--- src/rtl/lut_index_gen_pkg.sv ---
// Shared definitions for the LUT index generator and the LookupTable
// instances it feeds.
//   state_t    : sequencer state encoding (2 bits)
//   LUT_ADDR_W : default LUT index width
//   LUT_DATA_W : default LUT data width
package lut_index_gen_pkg;

    localparam int LUT_ADDR_W = 8;
    localparam int LUT_DATA_W = 32;

    typedef enum logic [1:0] {
        ST_IDLE  = 2'd0,
        ST_DELAY = 2'd1,
        ST_RUN   = 2'd2,
        ST_DONE  = 2'd3
    } state_t;

endpackage

--- src/rtl/lut_idx_counter.sv ---
// Wrapping up-counter with synchronous load, enable and terminal count.
//   clk, rst  : clock, synchronous active-high reset
//   load      : load count with load_val (has priority over en)
//   load_val  : value loaded on load
//   en        : advance count; wraps to 0 after reaching last
//   last      : terminal value of the count
//   tc        : count == last
module lut_idx_counter #(
    parameter int W = 8
) (
    input  logic         clk,
    input  logic         rst,
    input  logic         load,
    input  logic [W-1:0] load_val,
    input  logic         en,
    input  logic [W-1:0] last,
    output logic         tc
);

    logic [W-1:0] count;

    assign tc = (count == last);

    always_ff @(posedge clk) begin
        if (rst) begin
            count <= '0;
        end else if (load) begin
            count <= load_val;
        end else if (en) begin
            count <= tc ? '0 : count + W'(1);
        end
    end

endmodule

--- src/rtl/lut_index_gen.sv ---
// 2-D index stream generator feeding the LookupTable read ports.
// Emits base + j*incr for j in [0, period), base stepping by shift for
// each of `iterations` rows, after `delay` idle cycles.
//   clk, rst   : clock, synchronous active-high reset
//   run        : start pulse, honoured only in IDLE/DONE
//   start..offset : static configuration, latched on an accepted run
//   out0/out1  : index and index+offset, zero-extended to DATA_W
//   valid      : out0/out1 carry a live index
//   done       : high while idle
//
// state | meaning
// IDLE  | after reset, waiting for run
// DELAY | counting delay cycles before the first index
// RUN   | emitting one index per cycle; one extra cycle to retire
// DONE  | stream finished (or zero-length), waiting for run
module lut_index_gen
    import lut_index_gen_pkg::*;
#(
    parameter int DATA_W = LUT_DATA_W,
    parameter int ADDR_W = LUT_ADDR_W
) (
    input  logic              clk,
    input  logic              rst,
    input  logic              run,
    input  logic [ADDR_W-1:0] start,
    input  logic [ADDR_W-1:0] incr,
    input  logic [ADDR_W-1:0] period,
    input  logic [ADDR_W-1:0] iterations,
    input  logic [ADDR_W-1:0] shift,
    input  logic [ADDR_W-1:0] delay,
    input  logic [ADDR_W-1:0] offset,
    output logic [DATA_W-1:0] out0,
    output logic [DATA_W-1:0] out1,
    output logic              valid,
    output logic              done
);

    state_t            state;
    logic [ADDR_W-1:0] incr_q, period_q, iter_q, shift_q, delay_q, offset_q;
    logic [ADDR_W-1:0] idx, base, out0_q, out1_q;
    logic              valid_q, done_q;
    // Set once the final index is registered; RUN then spends one more
    // cycle so valid drops and done rises together on the next edge.
    logic              fin;

    logic accept, emit;
    logic dly_tc, j_tc, i_tc;

    assign accept = run && ((state == ST_IDLE) || (state == ST_DONE));
    assign emit   = (state == ST_RUN) && !fin;

    lut_idx_counter #(.W(ADDR_W)) u_dly_cnt (
        .clk      (clk),
        .rst      (rst),
        .load     (accept),
        .load_val ('0),
        .en       (state == ST_DELAY),
        .last     (delay_q - ADDR_W'(1)),
        .tc       (dly_tc)
    );

    lut_idx_counter #(.W(ADDR_W)) u_j_cnt (
        .clk      (clk),
        .rst      (rst),
        .load     (accept),
        .load_val ('0),
        .en       (emit),
        .last     (period_q - ADDR_W'(1)),
        .tc       (j_tc)
    );

    lut_idx_counter #(.W(ADDR_W)) u_i_cnt (
        .clk      (clk),
        .rst      (rst),
        .load     (accept),
        .load_val ('0),
        .en       (emit && j_tc),
        .last     (iter_q - ADDR_W'(1)),
        .tc       (i_tc)
    );

    always_ff @(posedge clk) begin
        if (rst) begin
            state    <= ST_IDLE;
            incr_q   <= '0;
            period_q <= '0;
            iter_q   <= '0;
            shift_q  <= '0;
            delay_q  <= '0;
            offset_q <= '0;
            idx      <= '0;
            base     <= '0;
            out0_q   <= '0;
            out1_q   <= '0;
            valid_q  <= 1'b0;
            done_q   <= 1'b1;
            fin      <= 1'b0;
        end else begin
            case (state)
                ST_IDLE, ST_DONE: begin
                    valid_q <= 1'b0;
                    if (run) begin
                        incr_q   <= incr;
                        period_q <= period;
                        iter_q   <= iterations;
                        shift_q  <= shift;
                        delay_q  <= delay;
                        offset_q <= offset;
                        idx      <= start;
                        base     <= start;
                        fin      <= 1'b0;
                        if ((period == '0) || (iterations == '0)) begin
                            state <= ST_DONE;
                        end else begin
                            done_q <= 1'b0;
                            state  <= (delay != '0) ? ST_DELAY : ST_RUN;
                        end
                    end
                end
                ST_DELAY: begin
                    if (dly_tc) state <= ST_RUN;
                end
                ST_RUN: begin
                    if (fin) begin
                        state   <= ST_DONE;
                        valid_q <= 1'b0;
                        done_q  <= 1'b1;
                    end else begin
                        out0_q  <= idx;
                        out1_q  <= idx + offset_q;
                        valid_q <= 1'b1;
                        if (j_tc) begin
                            base <= base + shift_q;
                            idx  <= base + shift_q;
                            if (i_tc) fin <= 1'b1;
                        end else begin
                            idx <= idx + incr_q;
                        end
                    end
                end
                default: state <= ST_IDLE;
            endcase
        end
    end

    assign out0  = DATA_W'(out0_q);
    assign out1  = DATA_W'(out1_q);
    assign valid = valid_q;
    assign done  = done_q;

endmodule
--- config.mk ---
export PLATFORM = sky130hd
export DESIGN_NAME = lut_index_gen
export DESIGN_NICKNAME = d
export VERILOG_FILES = /design/src/rtl/lut_index_gen_pkg.sv /design/src/rtl/lut_idx_counter.sv /design/src/rtl/lut_index_gen.sv
export SDC_FILE = /design/constraint.sdc
export NUM_CORES = 1
export LEC_CHECK = 0
export ABC_AREA = 1
export BUFFER_PORTS_ARGS = -buffer_cell sky130_fd_sc_hd__buf_2
export CORE_ASPECT_RATIO = 0.9
export CORE_MARGIN = 3
export CORE_UTILIZATION = 61
export DETAILED_ROUTE_END_ITERATION = 7
export GPL_TIMING_DRIVEN = 0
export HOLD_SLACK_MARGIN = 0.05
export PLACE_DENSITY = 0.87
export REMOVE_ABC_BUFFERS = 1
export SETUP_SLACK_MARGIN = 0.15
export SLEW_MARGIN = 25
export SYNTH_ARGS = -nofsm -noshare
export SYNTH_HDL_FRONTEND = slang
export SYNTH_SLANG_ARGS = --single-unit
--- constraint.sdc ---
create_clock -name clk -period 3.68 [get_ports clk]
set_input_delay 0.552 -clock clk [delete_from_list [all_inputs] [get_ports clk]]
set_output_delay 0.552 -clock clk [all_outputs]
set_load 0.01 [all_outputs]
# == Yosys cells after proc, flatten, opt, wreduce, memory -nomap -nowiden ==
# Index checks and enable logic that the tools add are counted.
# W data, S select, Z words.
# totals
output_inout_bits,66
inputBits,59
wordCells,86
regBits,109
# op_classes
n_mux,27
reduce_logical,20
bitwise,1
add_sub_neg,9
eq_ne,12
# ops
cell,count
$mux W8,8
$pmux W8 S2,2
$add A8 B1 Y8 const B,3
$add A8 B8 Y8,3
$eq A8 B8 Y1,3
$sub A8 B1 Y8 const B,3
$logic_not A8 Y1,2
$ne A2 B2 Y1 const B,6
$mux W2,5
$mux W1,8
$reduce_and A4 Y1,2
$reduce_bool A8 Y1,1
$pmux W1 S2,3
$pmux W2 S3,1
$reduce_and A2 Y1,3
$reduce_and A3 Y1,2
$eq A2 B2 Y1 const B,2
$reduce_or A2 Y1,2
$logic_and A1 B1 Y1,3
$eq A2 B1 Y1 const B,1
$logic_not A2 Y1,1
$logic_or A1 B1 Y1,2
$reduce_bool A2 Y1,1
$logic_not A1 Y1,1
$not A1 Y1,1

# == Logic depth before layout (Yosys ltp) ==
# depth
ltp_word,6
ltp_mapped,15

# == By module ==
# A second synthesis with hierarchy kept.
# unflattened
cells_unflattened,1012
area_unflattened_um2,6877.8
# by_module_without_submodules
module,area_per_inst_um2,instances,cells_each,seq_area_each_um2
lut_index_gen,4978.5,1,706,1701.6
lut_idx_counter,633.1,3,102,160.2

# == Worst setup path before layout ==
# OpenSTA, ideal clock, no wires.
# synth_path
path_kind,register to register
startpoint,register state[0]
endpoint,register base[1]
synth_period_minus_slack_ns,1.852
arrival_ns,1.732
path_stages_with_launch,10
setup_ns,0.120
slack_ns,1.828
required_ns,3.560
path_cell_list,dfxtp_1 inv_1 ha_1 nand2_1 clkinv_1 o21ai_2 inv_2 buf_2 a21oi_1 nor2_1
# synth_between
elab_chain_cells,4
elab_cells_between_ends,10
# synth_lines
element,line_no,text
from (decl),lut_index_gen.sv:38,state_t state;
from (signal assigned),lut_index_gen.sv:116,state <= (delay != '0) ? ST_DELAY : ST_RUN;
$eq A2 B2 Y1 / $logic_not A2 Y1 (equally long branches),lut_index_gen.sv:99,case (state)
$reduce_or A2 Y1,lut_index_gen.sv:99,
$ne A2 B2 Y1 (no line) / $reduce_bool A2 Y1 (equally long branches),--,
$reduce_and A4 Y1 (no line),--,
to (signal assigned),lut_index_gen.sv:110,base <= start;
to (signal assigned),lut_index_gen.sv:133,base <= base + shift_q;
to (decl),lut_index_gen.sv:40,"logic [ADDR_W-1:0] idx, base, out0_q, out1_q;"
# Parallel ways exist; a longest one is shown, timed or not.
# A chain may end at the register's enable or synchronous reset.

# == Worst setup path after layout ==
# layout_path
startpoint,register state[0]
endpoint,register base[6]
# The elaborated chain is that of the path after synthesis.

==> metrics <==
status complete, no violations; fin area 7200 um^2; placed cell areas 6920 um^2; core area 10,500 um^2; wire length of the first global-routing pass 24,600 um; CP bufs+invs 3; starting density of the core a little under two thirds; post-synthesis sequential area ratio 32.7%; most frequent cell after synthesis nor2_1; post-DR wirelength/cell 12.9 um; Mapped Cells 963; Port Buffers 76; Max Cap Violations 0; clk sinks between 100 and 150; Nets 1,112; Crit Path Category reg -> reg; Worst-Margin Slew 0.747 ns; Worst setup SP type flop; First DRT Iteration DRCs 443; Mean Syn Cell Area 6.92 um^2; Pleak around 3.6 nW; RSZ-0062 raised after global routing false; # setup viols final 0; Slew Limit Fails 0; Synth Register Bits 109; Area contributors post-synth dfxtp_1, nor2_1, nand2_1; Layout Utilization 68.8%; initial antenna violation count 0; global route overflow 0; Cell Area, Synth 6670 um^2; Max stage delay on crit path roughly 0.67 ns; layout cells sized above 1 12.6%; die footprint roughly 12,000 um^2; drt drc 0; CTS tree yes; peak fanout along the critical path 66; relative slew slack 50.2%; Routed WL about 15,000 um; Die W 116 um; worst hold slack 0.440 ns; Setup Buffers After CTS 0; crit path max-delay cell type clkinv_2; vias in the first global route 5,467; HPWL Detailed 10,700 um; worst vdd ir 401 uV; die height 105 um; fmax ~0.3 GHz; Final Hold Viols 0; post-cts hold buffer count 0; Area Growth Syn to Fin 8.03%; fin crit share 90.3%; CTS buffer count 9; delay-heaviest family, CP buffers and inverters; Syn. warnings 0; CP Cell Sequence inv_1, ha_1, nand2_4, clkinv_2, o21ai_2, inv_2, nand2_1, nand2_1, nand2_1, nor2_1; crit path capture type flop; via count about 6,000; Routed Antenna Nets 0; min Tclk post-route about 3.3 ns; largest net degree at the start of global routing 67; GPL Wtd Cong 0.886; CTS resizes 0; Worst EP arrival 3.58 ns; CTS H-tree depth 3; Clock Latency Late Sink 0.35 ns; top cells by count, synth nor2_1, nand2_1, dfxtp_1, inv_1, o21ai_0; required time of the critical path roughly 4 ns; Inserted Diodes 0; Root Driver clkbuf_16; io pins roughly 130; Post-synth ARST share 0%; clk_skew 0.0110 ns; Clk pin slew, worst setup/hold paths 0.08 ns; Post-synth EDFFs 0; post-synth top area share 32.7%; First-pass DRT Iterations 6; cell mode on critical path nand2_1; Vias/cell 5.28; worst hold path class in -> reg; All-Layer GR Usage 24.3%; clk buf depth 2; post-synth top area cell dfxtp_1; dominant synthesized flop cell dfxtp_1; Pwr per Cell Area 745 nW/um^2; row cnt 35; Yosys cell types 45
## tightest hold or removal path: cells and delay by family
kind	cells	cell delay, ns
simple gates	1	0.08
buf+inv	1	0.07
compound gates	1	0.07
## where the power goes
group / leakage, nW / internal, mW / switching [mW]
Sequential: 0.896 / 1.53 / 0.274
Clock: 0.138 / 0.488 / 0.469
Combinational: 2.53 / 0.938 / 1.67
Total: 3.56 / 2.96 / 2.41
## metrics by stage
step	cells	total power, mW	setup TNS [ns]	setup slack, ns
4_1_cts	1155	5.35	0	0.447
3_5_place_dp	1139	4.39	0	0.486
2_1_floorplan	933	3.77	0	0.114
3_3_place_gp	1138	4.30	-82.49	-1.63
5_1_grt	1155	5.83	0	0.153
6_report	1155	5.37	0	0.356
## layout by cell type (no fill, tap or decap), types with 8 or more instances in the layout
cell type,count
ha_1,29
dfxtp_1,109
nor2_1,165
o21ai_0,80
a21oi_1,63
inv_2,8
clkbuf_16,9
buf_2,76
nand3_1,66
inv_1,85
xnor2_1,16
conb_1,48
xor2_1,29
nand2_1,161
nand4_1,15
## worst paths after layout
path | from | to | slack, ns | cells past startpoint
setup / recovery | state[0]$_SDFFE_PP0P_ | base[6]$_SDFFE_PP0P_ | 0.36 | 10
setup reg to reg | state[0]$_SDFFE_PP0P_ | base[6]$_SDFFE_PP0P_ | 0.36 | 10
hold reg to reg | iter_q[1]$_SDFFE_PP0P_ | iter_q[1]$_SDFFE_PP0P_ | 0.48 | 2
hold / removal | offset[2] | offset_q[2]$_SDFFE_PP0P_ | 0.44 | 3
## flip-flops by register name, indices dropped and copies added (netlist names)
name             cells
shift_q              8
idx                  8
offset_q             8
period_q             8
u_i_cnt.count        8
fin                  1
u_j_cnt.count        8
base                 8
done                 1
valid                1
u_dly_cnt.count      8
out0_q               8
incr_q               8
state                2
out1_q               8
delay_q              8
iter_q               8
## layout make-up
type | count | area, um^2
Clock inverter | 5 | 41.3
Inverter | 94 | 354
Tap cell | 129 | 161
Multi-Input combinational cell | 730 | 3820
Sequential cell | 109 | 2180
Fill cell | 911 | 3260
Clock buffer | 11 | 243
Timing Repair Buffer | 77 | 400
## logic make-up (layout without fill, tap and decap cells)
family / count (synthesis) / count (layout) / synth area share, %
AND/OR/NAND/NOR: 445 / 445 / 29.6
adder cells (fa/ha/maj): 32 / 32 / 6.34
flip-flops: 109 / 109 / 32.7
XOR/XNOR: 45 / 45 / 5.91
other: 1 / 48 / 0.0563
AO/OA/AOI/OAI: 160 / 160 / 12.5
buffers and inverters: 171 / 187 / 12.8
## layer usage
| layer | share of wire [%] | track usage, % | up-vias |
|---|---|---|---|
| met5 | 0 | 0 | - |
| met4 | 1.3 | 6.05 | 0 |
| met3 | 5.0 | 4.46 | 20 |
| met2 | 49 | 40.3 | 175 |
| met1 | 45 | 32.6 | 2782 |
| li1 | - | - | 3122 |
Power figures use the tool's default switching activity.
